===== src/rtl/add_approx_pipe_if.sv =====
`default_nettype none
// +----------------------------------------------------------------------------+
// | add_approx_pipe_if                                                         |
// | Operand/result handshake and statistics bundle for add_approx_pipe.        |
// | Revision: 1.0                                                              |
// +----------------------------------------------------------------------------+
interface add_approx_pipe_if #(
  parameter int WIDTH = 12,
  parameter int CNT_W = 32
);
  logic             in_valid;
  logic             in_ready;
  logic [WIDTH-1:0] in_a;
  logic [WIDTH-1:0] in_b;
  logic [1:0]       in_mode;
  logic             out_valid;
  logic             out_ready;
  logic [WIDTH:0]   out_sum;
  logic [WIDTH:0]   out_err;
  logic             stat_clr;
  logic [WIDTH:0]   stat_max_err;
  logic [CNT_W-1:0] stat_count;

  modport master (
    output in_valid, in_a, in_b, in_mode, out_ready, stat_clr,
    input  in_ready, out_valid, out_sum, out_err, stat_max_err, stat_count
  );

  modport slave (
    input  in_valid, in_a, in_b, in_mode, out_ready, stat_clr,
    output in_ready, out_valid, out_sum, out_err, stat_max_err, stat_count
  );
endinterface
`default_nettype wire


===== src/rtl/add_approx_pipe.sv =====
`default_nettype none
// +----------------------------------------------------------------------------+
// | add_approx_pipe                                                            |
// | Pipelined approximate unsigned adder with exact shadow sum and error stats.|
// | Revision: 1.0                                                              |
// +----------------------------------------------------------------------------+
module add_approx_pipe #(
  parameter int WIDTH       = 12,
  parameter int APPROX_BITS = 7,
  parameter int STAGES      = 2,
  parameter int CNT_W       = 32
) (
  input wire               clk,
  input wire               rst_n,
  add_approx_pipe_if.slave io
);

  localparam int c_k   = APPROX_BITS;
  localparam int c_seg = (WIDTH - APPROX_BITS + STAGES - 1) / STAGES;

  logic [STAGES-1:0] r_valid;
  logic [WIDTH-1:0]  r_a     [STAGES];
  logic [WIDTH-1:0]  r_b     [STAGES];
  logic [WIDTH:0]    r_sum   [STAGES];
  logic              r_cy    [STAGES];
  logic [WIDTH:0]    r_exact [STAGES];
  logic [WIDTH:0]    r_err;
  logic [WIDTH:0]    r_max_err;
  logic [CNT_W-1:0]  r_count;

  logic [STAGES-1:0] w_load;
  logic [STAGES-1:0] w_vin;
  logic [WIDTH:0]    w_nsum [STAGES];
  logic              w_ncy  [STAGES];
  logic [WIDTH:0]    w_exin [STAGES];
  logic [WIDTH:0]    w_err;
  logic              w_xfer;

  // Segment bounds; trailing segments may be empty when WIDTH-K < STAGES.
  function automatic int f_lo(input int i);
    int lo;
    lo = c_k + i * c_seg;
    return (lo > WIDTH) ? WIDTH : lo;
  endfunction

  function automatic int f_hi(input int i);
    return (i == STAGES - 1) ? WIDTH : f_lo(i + 1);
  endfunction

  // Ripple-add bits [lo, hi) into s_in; returns {carry_out, sum}.
  function automatic logic [WIDTH+1:0] f_seg(
    input logic [WIDTH-1:0] a,
    input logic [WIDTH-1:0] b,
    input logic [WIDTH:0]   s_in,
    input logic             c_in,
    input int               lo,
    input int               hi
  );
    logic [WIDTH:0] s;
    logic           c;
    s = s_in;
    c = c_in;
    for (int j = 0; j < WIDTH; j++) begin
      if (j >= lo && j < hi) begin
        s[j] = a[j] ^ b[j] ^ c;
        c    = (a[j] & b[j]) | (c & (a[j] ^ b[j]));
      end
    end
    return {c, s};
  endfunction

  always_comb begin
    logic [WIDTH:0] w_low;
    logic           w_c0;
    w_low = '0;
    w_c0  = 1'b0;
    for (int j = 0; j < WIDTH; j++) begin
      if (j < c_k) begin
        case (io.in_mode)
          2'd0: begin
            w_low[j] = io.in_a[j] ^ io.in_b[j] ^ w_c0;
            w_c0     = (io.in_a[j] & io.in_b[j]) | (w_c0 & (io.in_a[j] ^ io.in_b[j]));
          end
          2'd1: begin
            // Last iteration leaves c0 = a[K-1] & b[K-1].
            w_low[j] = io.in_a[j] | io.in_b[j];
            w_c0     = io.in_a[j] & io.in_b[j];
          end
          2'd2: begin
            w_low[j] = io.in_a[j];
            w_c0     = 1'b0;
          end
          default: begin
            w_low[j] = 1'b0;
            w_c0     = 1'b0;
          end
        endcase
      end
    end
    w_exin[0] = {1'b0, io.in_a} + {1'b0, io.in_b};
    {w_ncy[0], w_nsum[0]} = f_seg(io.in_a, io.in_b, w_low, w_c0, f_lo(0), f_hi(0));
    for (int i = 1; i < STAGES; i++) begin
      w_exin[i] = r_exact[i-1];
      {w_ncy[i], w_nsum[i]} = f_seg(r_a[i-1], r_b[i-1], r_sum[i-1], r_cy[i-1], f_lo(i), f_hi(i));
    end
    w_nsum[STAGES-1][WIDTH] = w_ncy[STAGES-1];
    w_err = (w_exin[STAGES-1] >= w_nsum[STAGES-1]) ? (w_exin[STAGES-1] - w_nsum[STAGES-1])
                                                   : (w_nsum[STAGES-1] - w_exin[STAGES-1]);
  end

  // Stall chain: a stage may load when empty or when its content moves on.
  always_comb begin
    logic w_adv;
    w_adv  = io.out_ready;
    w_load = '0;
    w_vin  = '0;
    for (int i = STAGES - 1; i >= 0; i--) begin
      w_load[i] = !r_valid[i] || w_adv;
      w_adv     = w_load[i];
    end
    w_vin[0] = io.in_valid;
    for (int i = 1; i < STAGES; i++) begin
      w_vin[i] = r_valid[i-1];
    end
  end

  assign w_xfer = r_valid[STAGES-1] & io.out_ready;

  always_ff @(posedge clk or negedge rst_n) begin
    if (!rst_n) begin
      r_valid <= '0;
      for (int i = 0; i < STAGES; i++) begin
        r_a[i]     <= '0;
        r_b[i]     <= '0;
        r_sum[i]   <= '0;
        r_cy[i]    <= 1'b0;
        r_exact[i] <= '0;
      end
      r_err     <= '0;
      r_max_err <= '0;
      r_count   <= '0;
    end else begin
      if (w_load[0]) begin
        r_valid[0] <= io.in_valid;
        if (io.in_valid) begin
          r_a[0]     <= io.in_a;
          r_b[0]     <= io.in_b;
          r_sum[0]   <= w_nsum[0];
          r_cy[0]    <= w_ncy[0];
          r_exact[0] <= w_exin[0];
        end
      end
      for (int i = 1; i < STAGES; i++) begin
        if (w_load[i]) begin
          r_valid[i] <= r_valid[i-1];
          if (r_valid[i-1]) begin
            r_a[i]     <= r_a[i-1];
            r_b[i]     <= r_b[i-1];
            r_sum[i]   <= w_nsum[i];
            r_cy[i]    <= w_ncy[i];
            r_exact[i] <= w_exin[i];
          end
        end
      end
      if (w_load[STAGES-1] && w_vin[STAGES-1]) begin
        r_err <= w_err;
      end
      if (io.stat_clr) begin
        r_max_err <= '0;
        r_count   <= '0;
      end else if (w_xfer) begin
        if (r_err > r_max_err) begin
          r_max_err <= r_err;
        end
        if (r_count != {CNT_W{1'b1}}) begin
          r_count <= r_count + CNT_W'(1);
        end
      end
    end
  end

  assign io.in_ready     = w_load[0];
  assign io.out_valid    = r_valid[STAGES-1];
  assign io.out_sum      = r_sum[STAGES-1];
  assign io.out_err      = r_err;
  assign io.stat_max_err = r_max_err;
  assign io.stat_count   = r_count;

endmodule
`default_nettype wire


===== src/flat_wrapper.sv =====
// flat-port wrapper written by rule: the top's interface ports become plain ports
module add_approx_pipe_flat 
#(
  parameter int WIDTH       = 12,
  parameter int APPROX_BITS = 7,
  parameter int STAGES      = 2,
  parameter int CNT_W       = 32
)
  (clk, rst_n, io_in_valid, io_in_a, io_in_b, io_in_mode, io_out_ready, io_stat_clr, io_in_ready, io_out_valid, io_out_sum, io_out_err, io_stat_max_err, io_stat_count);
  add_approx_pipe_if #(.WIDTH(WIDTH), .CNT_W(CNT_W)) io_i ();
  input wire clk;
  input wire rst_n;
  input wire logic [$bits(io_i.in_valid)-1:0] io_in_valid;
  input wire logic [$bits(io_i.in_a)-1:0] io_in_a;
  input wire logic [$bits(io_i.in_b)-1:0] io_in_b;
  input wire logic [$bits(io_i.in_mode)-1:0] io_in_mode;
  input wire logic [$bits(io_i.out_ready)-1:0] io_out_ready;
  input wire logic [$bits(io_i.stat_clr)-1:0] io_stat_clr;
  output wire logic [$bits(io_i.in_ready)-1:0] io_in_ready;
  output wire logic [$bits(io_i.out_valid)-1:0] io_out_valid;
  output wire logic [$bits(io_i.out_sum)-1:0] io_out_sum;
  output wire logic [$bits(io_i.out_err)-1:0] io_out_err;
  output wire logic [$bits(io_i.stat_max_err)-1:0] io_stat_max_err;
  output wire logic [$bits(io_i.stat_count)-1:0] io_stat_count;
  assign io_i.in_valid = io_in_valid;
  assign io_i.in_a = io_in_a;
  assign io_i.in_b = io_in_b;
  assign io_i.in_mode = io_in_mode;
  assign io_i.out_ready = io_out_ready;
  assign io_i.stat_clr = io_stat_clr;
  assign io_in_ready = io_i.in_ready;
  assign io_out_valid = io_i.out_valid;
  assign io_out_sum = io_i.out_sum;
  assign io_out_err = io_i.out_err;
  assign io_stat_max_err = io_i.stat_max_err;
  assign io_stat_count = io_i.stat_count;
  add_approx_pipe #(.WIDTH(WIDTH), .APPROX_BITS(APPROX_BITS), .STAGES(STAGES), .CNT_W(CNT_W)) u_core (.clk(clk), .rst_n(rst_n), .io(io_i));
endmodule

===== config.mk =====
export PLATFORM = sky130hd
export DESIGN_NAME = add_approx_pipe_flat
export DESIGN_NICKNAME = d
export VERILOG_FILES = /design/src/rtl/add_approx_pipe_if.sv /design/src/rtl/add_approx_pipe.sv /design/src/flat_wrapper.sv
export SDC_FILE = /design/constraint.sdc
export NUM_CORES = 1
export LEC_CHECK = 0
export CELL_PAD_IN_SITES_DETAIL_PLACEMENT = 0
export CELL_PAD_IN_SITES_GLOBAL_PLACEMENT = 1
export CORE_ASPECT_RATIO = 0.5
export CORE_MARGIN = 2
export CORE_UTILIZATION = 49
export DETAILED_ROUTE_END_ITERATION = 12
export DONT_BUFFER_PORTS = 1
export GPL_ROUTABILITY_DRIVEN = 0
export PLACE_DENSITY = 0.87
export SYNTH_ARGS = -nofsm -noshare
export SYNTH_HDL_FRONTEND = slang
export SYNTH_SLANG_ARGS = --single-unit

===== constraint.sdc =====
create_clock -name clk -period 4 [get_ports clk]
set_input_delay 1.2 -clock clk [delete_from_list [all_inputs] [get_ports clk]]
set_output_delay 1.2 -clock clk [all_outputs]
set_load 0.05 [all_outputs]

==> impl_metrics.env <==
export IMPL_status="finished, violations left"
export IMPL_violations="negative setup slack"
export IMPL_hold_viol_final=0
export IMPL_antennaDiodeCount=0
export IMPL_power_density_nw_per_um2=583
export IMPL_cp_startpoint="io_in_b[0]"
export IMPL_fmax_mhz=192
export IMPL_crit_arrival_ns=5.50
export IMPL_cts_setup_buffers=0
export IMPL_final_cell_mix="dfrtp_1, nand2_1, inv_1"
export IMPL_leakagePower_nw=3.38
export IMPL_setup_ws_ns=-1.22
export IMPL_end_kind="flip-flop"
export IMPL_fin_nets=812
export IMPL_crit_type="input port to flip-flop"
export IMPL_max_stage_delay_ns=0.41
export IMPL_cp_slowest_cell="fa_1"
export IMPL_holdCritPathClass="flip-flop to flip-flop"
export IMPL_die_h_microns=87.2
export IMPL_route_vias_total=4899
export IMPL_crit_path_start_kind="input port"
export IMPL_ant_nets=0
export IMPL_root_buffer="clkbuf_16"
export IMPL_r2r_end="u_core.io.out_err[11]"
export IMPL_cap_violations=0
export IMPL_fin_total_pwr_mw=4.21
export IMPL_endpoint="u_core.r_sum[22]"
export IMPL_drt_first_iter_violations=253
export IMPL_core_area_sq_um=13600
export IMPL_netlist_area_sq_um=6780
export IMPL_place_ws_ns=-1.77
export IMPL_internal_power_mw=2.30
export IMPL_setup_tns_final_ns=-4.11
export IMPL_drive_gt1_share_pct=8.82
export IMPL_worstReg2RegStart="u_core.r_cy[1]"
export IMPL_dpl_cell_count=890
export IMPL_netlist_instances=727
export IMPL_synth_warnings=0
export IMPL_p_sw_mw=1.91
export IMPL_wl_per_cell_microns=15.8
export IMPL_holdWs_ns=0.510
export IMPL_cts_buffer_depth=2
export IMPL_start_util_pct=50.0
export IMPL_instances_no_fill=906
export IMPL_synth_edf_count=0
export IMPL_relSlewSlack_pct=55.3
export IMPL_synth_nets=830
export IMPL_cts_made_buffers=9
export IMPL_peakVddDrop_mv=0.317
export IMPL_hpwl_mm=10.9
export IMPL_dieArea_sq_um=14900
export IMPL_drt_pass1_iter_count=4
export IMPL_cpMostUsedCell="fa_2"
export IMPL_yosysSeqAreaShare_pct=37.3
export IMPL_io_pins=104
export IMPL_clock_sinks=101
export IMPL_synthToLayoutAreaGrowth_pct=6.44
export IMPL_overflow=0
export IMPL_grt_pass1_vias=4862
export IMPL_switching_share_pct=45.4
export IMPL_reg2reg_depth=12
export IMPL_drc=0
export IMPL_h_tree_depth=3
export IMPL_cts_tree="done"
export IMPL_num_rows=30
export IMPL_grt_start_max_net_pins=102
export IMPL_tightest_slew_ns=0.668
export IMPL_synth_distinct_cells=60
export IMPL_syn_avg_cell_area_sq_um=9.33
export IMPL_clk_pin_slew_worst_paths_ns=0.07
export IMPL_async_flop_share_pct=100
export IMPL_finalWirelength_mm=14.3
export IMPL_clk_latency_ns=0.35
export IMPL_avgViaCountPerCell=5.41
export IMPL_clockPowerShare_pct=19.8
export IMPL_die_w_microns=170
export IMPL_setup_viol=5
export IMPL_synth_ff_type="dfrtp_1"
export IMPL_grt_use_total_pct=20.3
export IMPL_ys_ff_latch=101
export IMPL_fin_skew_ns=0.00952
export IMPL_combPwrFrac_pct=35.0
export IMPL_r2r_setup_slack_ns=0.60
export IMPL_drv_slew=0
export IMPL_grt_pass1_wl_mm=24.0
export IMPL_pwr_share_seq_pct=45.2
export IMPL_final_min_clock_period_ns=5.22
export IMPL_crit_required_ns=4.29
export IMPL_cts_hold_buf=0
export IMPL_worstPathMaxFanout=2
export IMPL_rsz0062_at_grt="yes"
export IMPL_port_buffers=0
export IMPL_layout_commonest_cell="dfrtp_1"
export IMPL_fin_crit_sh_pct=130
export IMPL_antenna_found_initial=0
==> how the worst min path moves through the flow <==
stage / endpoint / depth (start not counted) / slack [ns] / startpoint
floorplan: u_core.io.out_sum[0] / 2 / 0.45 / u_core.io.out_sum[0]
global placement: u_core.r_b[23] / 1 / 0.49 / u_core.r_b[23]
detailed placement: u_core.r_b[23] / 1 / 0.50 / u_core.r_b[23]
CTS: u_core.r_b[23] / 1 / 0.52 / u_core.r_b[23]
global route: u_core.io.stat_count[18] / 0 / 0.52 / rst_n
finish: u_core.r_b[23] / 1 / 0.51 / u_core.r_b[23]
==> routing by layer <==
| metal | track usage, % | vias to the layer above | wire [microns] |
|---|---|---|---|
| met2 | 32.0 | 114 | 6280 |
| met4 | 5.67 | 0 | 192 |
| met1 | 27.3 | 2319 | 6920 |
| met3 | 6.27 | 20 | 933 |
| met5 | 0 | - | 0 |
| li1 | - | 2446 | - |
==> cells by family after synthesis <==
group / Yosys count / share of synthesized area, %
and+or+nand+nor: 206 / 14.8
AOI/OAI and AO/OA: 166 / 15.9
buffers and inverters: 107 / 6.77
DFF: 101 / 37.3
adders and majority gates: 72 / 14.8
xor gates and xnor gates: 47 / 6.07
muxes: 28 / 4.35
==> cells in the mapped netlist (all sizes together), types with 6 or more instances <==
cell,n,area (sq um)
xor2,33,289
buf,19,128
o21ai,52,260
a21o,14,105
nand3,20,100
ha,58,726
mux2i,16,160
clkbuf,20,76.3
fa,14,280
and2,6,41.3
nor2,61,229
dfrtp,101,2530
nand4,15,100
mux2,12,135
inv,68,255
nand2b,6,37.5
a22o,13,114
nand2,71,274
xnor2,14,123
o22ai,8,50.1
a21oi,44,220
==> repair_timing <==
item,in CTS,in global routing
gates resized for setup,3,0
endpoints found under the hold margin,0,0
gates cloned,0,0
endpoints found under the setup margin,6,6
pin swaps,10,1
==> registers in the layout (all words and copies together) (netlist names) <==
register                cells
u_core.io.out_err          13
u_core.io.out_sum          13
u_core.io.stat_count       32
u_core.io.stat_max_err     13
u_core.r_a                  2
u_core.r_b                  2
u_core.r_cy                 1
u_core.r_exact             13
u_core.r_sum               10
u_core.r_valid              2
==> layout make-up <==
cell class / instances / area, sq um
Sequential cell: 101 / 2530
Multi-Input combinational cell: 519 / 3840
Tap cell: 192 / 240
Clock buffer: 11 / 243
Timing Repair Buffer: 10 / 75.1
Fill cell: 1288 / 6330
Inverter: 68 / 255
Clock inverter: 5 / 35.0
==> worst max-delay path, delay by kind of cell <==
family                   cells  cell delay (ns)
AO/OA/AOI/OAI                3             0.30
adder cells (fa/ha/maj)     10             2.90
buffers and inverters        1             0.06
multiplexers                 4             0.50
AND/OR/NAND/NOR              8             0.55
==> power groups by stage <==
| stage | sequential, mW | combinational (mW) | clock (mW) |
|---|---|---|---|
| floorplan | 1.71 | 1.39 | 0 |
| global placement | 1.92 | 1.44 | 0 |
| detailed placement | 1.93 | 1.47 | 0 |
| CTS | 1.91 | 1.48 | 0.852 |
| global route | 1.94 | 1.68 | 0.895 |
| finish | 1.90 | 1.47 | 0.831 |
==> through the flow <==
| stage | instance area [sq um] | util [%] |
|---|---|---|
| finish | 7220 | 53.3 |
| global route | 7220 | 53.3 |
| CTS | 7220 | 53.3 |
| detailed placement | 6920 | 51.1 |
| global placement | 6920 | 51.1 |
| floorplan | 6860 | - |
(Power assumes the default switching activity.)
